**config.mk**
```make
export PLATFORM = sky130hd
export DESIGN_NAME = axis_sa_sched
export DESIGN_NICKNAME = d
export VERILOG_FILES = /design/src/rtl/axis_sa_sched.sv
export SDC_FILE = /design/constraint.sdc
export NUM_CORES = 1
export LEC_CHECK = 0
export ABC_AREA = 1
export CAP_MARGIN = 0
export CELL_PAD_IN_SITES_DETAIL_PLACEMENT = 2
export CELL_PAD_IN_SITES_GLOBAL_PLACEMENT = 2
export CORE_ASPECT_RATIO = 1.75
export CORE_MARGIN = 1
export CORE_UTILIZATION = 34
export CTS_CLUSTER_SIZE = 25
export DETAILED_ROUTE_END_ITERATION = 6
export GPL_TIMING_DRIVEN = 0
export PLACE_DENSITY = 0.92
export SYNTH_ARGS = -nofsm -noshare
export SYNTH_HDL_FRONTEND = slang
export SYNTH_SLANG_ARGS = --single-unit
```
**constraint.sdc**
```tcl
create_clock -name clk_i -period 11.8 [get_ports clk_i]
set_input_delay 3.54 -clock clk_i [delete_from_list [all_inputs] [get_ports clk_i]]
set_output_delay 3.54 -clock clk_i [all_outputs]
set_load 0.05 [all_outputs]
```
**src/rtl/axis_sa_sched.sv**
```systemverilog
// rtl/axis_sa_sched.sv - operand sequencer feeding axis_sa from X/K SRAMs
// Issues credit-limited SRAM reads, streams beats through a 2-entry buffer, counts result tiles.
module axis_sa_sched #(
    parameter int Rows   = 4,
    parameter int Cols   = 8,
    parameter int WidthX = 4,
    parameter int WidthK = 8,
    parameter int AddrW  = 10,
    parameter int CntW   = 16
) (
    input  logic                     clk_i,
    input  logic                     rst_ni,
    input  logic                     cfg_valid_i,
    output logic                     cfg_ready_o,
    input  logic [CntW-1:0]          cfg_depth_i,
    input  logic [CntW-1:0]          cfg_tiles_i,
    input  logic [AddrW-1:0]         cfg_x_base_i,
    input  logic [AddrW-1:0]         cfg_k_base_i,
    input  logic                     cfg_k_reuse_i,
    input  logic                     abort_i,
    output logic                     x_rd_en_o,
    output logic [AddrW-1:0]         x_addr_o,
    input  logic [Rows*WidthX-1:0]   x_rdata_i,
    output logic                     k_rd_en_o,
    output logic [AddrW-1:0]         k_addr_o,
    input  logic [Cols*WidthK-1:0]   k_rdata_i,
    output logic                     sa_s_valid_o,
    input  logic                     sa_s_ready_i,
    output logic                     sa_s_last_o,
    output logic [Rows*WidthX-1:0]   sa_x_data_o,
    output logic [Cols*WidthK-1:0]   sa_k_data_o,
    input  logic                     sa_m_valid_i,
    input  logic                     sa_m_ready_i,
    input  logic                     sa_m_last_i,
    output logic                     busy_o,
    output logic                     done_o
);
    localparam int XW = Rows * WidthX;
    localparam int KW = Cols * WidthK;
    localparam int EW = XW + KW + 1;

    typedef enum logic [1:0] {S_IDLE, S_RUN, S_DRAIN, S_DONE} state_e;

    state_e            state_q, state_d;
    logic [CntW-1:0]   depth_q, tiles_q, beat_q, tile_q, out_cnt_q, out_cnt_d;
    logic [AddrW-1:0]  x_base_q, k_base_q, tile_off_q;
    logic              reuse_q;
    logic              inflight_q, infl_last_q;
    logic [EW-1:0]     buf_mem_q [2];
    logic              wr_ptr_q, rd_ptr_q;
    logic [1:0]        buf_cnt_q;

    logic              rd_en, beat_last, tile_last, s_valid, pop, m_hs, cfg_accept;
    logic              push_mem, pop_mem;
    logic [EW-1:0]     incoming, head;
    logic [AddrW-1:0]  beat_a;

    assign beat_last  = (beat_q == depth_q - CntW'(1));
    assign tile_last  = (tile_q == tiles_q - CntW'(1));
    assign cfg_accept = (state_q == S_IDLE) && cfg_valid_i;
    // The in-flight read counts as buffer occupancy so the buffer can never overflow.
    assign rd_en      = (state_q == S_RUN) && !abort_i &&
                        ((buf_cnt_q + {1'b0, inflight_q}) < 2'd2);

    // Data returning from the SRAM bypasses the buffer when it is empty, giving 1 beat/cycle.
    assign incoming = {infl_last_q, x_rdata_i, k_rdata_i};
    assign head     = (buf_cnt_q != 2'd0) ? buf_mem_q[rd_ptr_q] : incoming;
    assign s_valid  = (buf_cnt_q != 2'd0) || inflight_q;
    assign pop      = s_valid && sa_s_ready_i;
    assign pop_mem  = pop && (buf_cnt_q != 2'd0);
    assign push_mem = inflight_q && !(pop && (buf_cnt_q == 2'd0));
    assign m_hs     = sa_m_valid_i && sa_m_ready_i && sa_m_last_i;

    assign beat_a   = beat_q[AddrW-1:0];
    assign x_addr_o = x_base_q + tile_off_q + beat_a;
    assign k_addr_o = k_base_q + (reuse_q ? beat_a : tile_off_q + beat_a);

    assign sa_s_valid_o = s_valid;
    assign sa_s_last_o  = s_valid && head[EW-1];
    assign sa_x_data_o  = s_valid ? head[EW-2:KW] : '0;
    assign sa_k_data_o  = s_valid ? head[KW-1:0] : '0;

    always_comb begin
        out_cnt_d = out_cnt_q;
        if ((state_q == S_RUN || state_q == S_DRAIN) && m_hs && (out_cnt_q != tiles_q))
            out_cnt_d = out_cnt_q + CntW'(1);
    end

    always_ff @(posedge clk_i or negedge rst_ni) begin
        if (!rst_ni) state_q <= S_IDLE;
        else         state_q <= state_d;
    end

    always_comb begin
        state_d = state_q;
        if (abort_i) begin
            state_d = S_IDLE;
        end else begin
            case (state_q)
                S_IDLE:  if (cfg_valid_i) state_d = (cfg_tiles_i == '0) ? S_DONE : S_RUN;
                S_RUN:   if (rd_en && beat_last && tile_last) state_d = S_DRAIN;
                S_DRAIN: if ((out_cnt_d == tiles_q) && !s_valid) state_d = S_DONE;
                S_DONE:  state_d = S_IDLE;
                default: state_d = S_IDLE;
            endcase
        end
    end

    always_comb begin
        cfg_ready_o = (state_q == S_IDLE);
        busy_o      = (state_q != S_IDLE);
        done_o      = (state_q == S_DONE);
        x_rd_en_o   = rd_en;
        k_rd_en_o   = rd_en;
    end

    always_ff @(posedge clk_i or negedge rst_ni) begin
        if (!rst_ni) begin
            depth_q      <= '0;
            tiles_q      <= '0;
            x_base_q     <= '0;
            k_base_q     <= '0;
            reuse_q      <= 1'b0;
            beat_q       <= '0;
            tile_q       <= '0;
            tile_off_q   <= '0;
            out_cnt_q    <= '0;
            inflight_q   <= 1'b0;
            infl_last_q  <= 1'b0;
            buf_mem_q[0] <= '0;
            buf_mem_q[1] <= '0;
            wr_ptr_q     <= 1'b0;
            rd_ptr_q     <= 1'b0;
            buf_cnt_q    <= '0;
        end else if (abort_i) begin
            beat_q      <= '0;
            tile_q      <= '0;
            tile_off_q  <= '0;
            out_cnt_q   <= '0;
            inflight_q  <= 1'b0;
            infl_last_q <= 1'b0;
            wr_ptr_q    <= 1'b0;
            rd_ptr_q    <= 1'b0;
            buf_cnt_q   <= '0;
        end else begin
            inflight_q  <= rd_en;
            infl_last_q <= rd_en && beat_last;
            if (cfg_accept) begin
                depth_q    <= (cfg_depth_i == '0) ? CntW'(1) : cfg_depth_i;
                tiles_q    <= cfg_tiles_i;
                x_base_q   <= cfg_x_base_i;
                k_base_q   <= cfg_k_base_i;
                reuse_q    <= cfg_k_reuse_i;
                beat_q     <= '0;
                tile_q     <= '0;
                tile_off_q <= '0;
                out_cnt_q  <= '0;
            end else begin
                out_cnt_q <= out_cnt_d;
                if (rd_en) begin
                    if (beat_last) begin
                        beat_q     <= '0;
                        tile_q     <= tile_q + CntW'(1);
                        tile_off_q <= tile_off_q + depth_q[AddrW-1:0];
                    end else begin
                        beat_q <= beat_q + CntW'(1);
                    end
                end
            end
            if (push_mem) begin
                buf_mem_q[wr_ptr_q] <= incoming;
                wr_ptr_q            <= ~wr_ptr_q;
            end
            if (pop_mem) rd_ptr_q <= ~rd_ptr_q;
            buf_cnt_q <= buf_cnt_q + {1'b0, push_mem} - {1'b0, pop_mem};
        end
    end
endmodule

```
==> flow_summary_export.csv <==
group,metric,value,unit
yosys,ys.flop_type,"dfrtp_1",
layout,nNetsFinal,2669,
worst_setup_path,critical-path-slowest-cell,"clkdlybuf4s50_1",
layout,drive_gt1_frac,0.0469,
routing,dr_total_vias,17100,
yosys,syn_inst,2186,
floorplan,initial_core_util,0.344,
pwr,p_clk_frac,0.187,
timing,hold_viol,0,
pwr,switching_share,0.497,
pwr,p_seq_frac,0.291,
timing,timing.final.crit_share,0.807,
global_routing,grt_start_max_net_pins,118,
global_routing,antenna_found_initial,2,
place,io_buffers,247,
clock_network,cts_num_sinks,281,
yosys,synth-seq-cells,281,
yosys,synthesis.area,0.0167,mm^2
clock_network,clockBufferDepth,3,
worst_setup_path,max_stage_delay,800,ps
yosys,syn_area_per_cell,7.64,um^2
clock_network,cts-resized-gates,0,
routing,wire_per_inst,23.9,um
hold_path,hold_path_class,"reg -> reg",
worst_setup_path,crit_chain,"clkdlybuf4s50_1 > inv_2 > nand2_1 > nor3_2 > buf_4 > clkdlybuf4s50_1",
global_routing,grt.total_usage,0.304,
worst_setup_path,cp_common_cell,"clkdlybuf4s50_1",
clock_network,cts_root_buf,"clkbuf_16",
floorplan,rows,107,
yosys,synthArstFlopShare,1.00,
pwr,powerDensity,258,mW/mm^2
worst_setup_path,worstSetupEndpointType,"output pin",
floorplan,die_area,0.0500,mm^2
clock_network,cts_buffers,31,
routing,first_pass_iters,4,
yosys,seq_area_frac_synth,0.421,
pwr,p_leak,9.92,nW
layout,fin_util,0.434,
floorplan,dieWidth,170,um
yosys,yosys.cell_types.count,48,
worst_setup_path,critPathLaunchType,"primary input",
yosys,yosysMostFrequentCell,"nand2_1",
routing,initialDrtViolationCount,730,
pwr,ir_worst_vdd,0.000207,V
global_routing,grt_pass1_vias,20200,
yosys,synthesis.nets,2387,
timing,slew_viol_final,0,
yosys,yosys-top-cells-count,"nand2_1 (573), dfrtp_1 (281), o21ai_0 (264)",
job,max-cap-violations,0,
timing,setup_viol,0,
clock_network,cts_tree,"done",
pwr,switchingPower,2.71,mW
routing,drc,0,
yosys,ys_top_cells_by_area,"dfrtp_1 (42%), nand2_1 (13%), o21ai_0 (7.9%)",
routing,via_per_inst,5.42,
timing,rsz0062_at_grt,"false",
yosys,synth_edf_count,0,
yosys,synth_warnings,0,
global_routing,grt_pass1_wl,116000,um
clock_network,clk-insertion-delay-late,590,ps
timing,fin_crit,9530,ps
timing,clock_skew,18.9,ps
routing,ant_nets,0,
status,status,"finished clean",
layout,diodes,0,
clock_network,htree_num_levels,1,
pwr,combPwrFrac,0.522,
clock_network,cts_setup_buffers,0,
clock_network,cts.clk_slew.worst_paths,60,ps
worst_setup_path,path_max_fanout,6,
timing,fmax,0.105,GHz
floorplan,core_area,0.0486,mm^2
worst_setup_path,worstPathArrival,5990,ps
clock_network,hold_buffers,0,
yosys,netlist.top_cell.by_area,"dfrtp_1",
layout,num-fill-cells,5546,
place,placed_area,0.0201,mm^2
global_routing,grt_overflow,0,
worst_setup_path,crit_type,"in -> out",
layout,syn2layout_area_growth,26.3,%
floorplan,num_io_pins,248,
routing,wl,75100,um
worst_setup_path,critical_path_required,8260,ps
place,gp_congestion,0.938,
timing,tightest_slew,1020,ps
place,dp.final_hpwl,57200,um
floorplan,chipHeight,295,um
layout,final_area,0.0211,mm^2
timing,slew_headroom,0.312,
yosys,synth_top_area_share,0.421,
pwr,p_int,2.74,mW
## through the flow
step | setup WS (ps) | instances | power [mW] | hold WS, ps | TNS [ps]
after floorplan | 3360 | 2186 | 3.29 | 448 | 0
after global placement | -5340 | 3087 | 4.19 | 462 | -1488820
after detailed placement | 2270 | 3089 | 4.39 | 468 | 0
after CTS | 2240 | 3147 | 5.48 | 485 | 0
after global routing | 2140 | 3147 | 5.73 | 511 | 0
final | 2270 | 3147 | 5.45 | 484 | 0
## worst max-delay path: cells and delay by family
| family | cells | cell delay, ps |
|---|---|---|
| simple gates | 2 | 660 |
| buf+inv | 4 | 1790 |
## power groups by stage
stage                     Combinational (mW)  Sequential [mW]  Clock [mW]
after floorplan                         1.82             1.47           0
after global placement                  2.64             1.55           0
after detailed placement                2.80             1.59           0
after CTS                               2.85             1.58        1.05
after global routing                    3.04             1.61        1.07
final                                   2.84             1.59        1.02
## path summary, 6_finish.rpt
kind	cells after the start	startpoint	endpoint	slack [ps]
hold / removal	2	buf_mem_q[138]	buf_mem_q[138]	480
setup reg to reg	15	state_q[0]	state_q[1]	8350
setup / recovery	6	abort_i	x_rd_en_o	2270
min in group asynchronous	1	rst_ni	buf_mem_q[157]	2990
max in group asynchronous	3	rst_ni	buf_mem_q[42]	7370
hold reg to reg	2	buf_mem_q[138]	buf_mem_q[138]	480
## routing by layer
layer  track usage  wire [um]  vias to the layer above  share of wire
met1         0.282      25100                     8589           0.33
met3        0.0324       2330                      276          0.031
met4         0.238       6520                        2          0.087
met5             0         11                        -        0.00015
met2         0.593      41100                      527           0.55
li1              -          -                     7658              -
## placed cells by master (no fill, tap or decap), types with 47 or more instances in the layout
master / instances
a21oi_1: 49
clkdlybuf4s50_1: 246
xor2_1: 71
o21ai_0: 264
inv_1: 257
nand2_1: 573
nand3_1: 116
dfrtp_1: 281
clkbuf_1: 99
ha_1: 47
nor2_1: 162
## state kept, by name (all words and copies together) (netlist names), 2 cells and up
name	cells
state_q	2
k_base_q	10
buf_cnt_q	2
tiles_q	16
out_cnt_q	16
beat_q	16
tile_q	16
tile_off_q	10
buf_mem_q	162
depth_q	16
x_base_q	10
## final cells by class
type,instances,area (um^2),share of cell area
multi-input combinational,1528,8220,0.390
sequential,281,7030,0.333
timing repair buffer,249,2530,0.120
inverter,271,1020,0.0482
clock buffer,43,891,0.0422
tap,654,818,0.0388
buffer,106,428,0.0203
clock inverter,15,153,0.00724
## kinds of logic after synthesis
| group | synth area share |
|---|---|
| simple gates | 0.238 |
| compound gates | 0.149 |
| buf+inv | 0.0865 |
| flops | 0.421 |
| xor+xnor | 0.0548 |
| fa+ha+maj | 0.0508 |
Power figures use the tool's default switching activity.
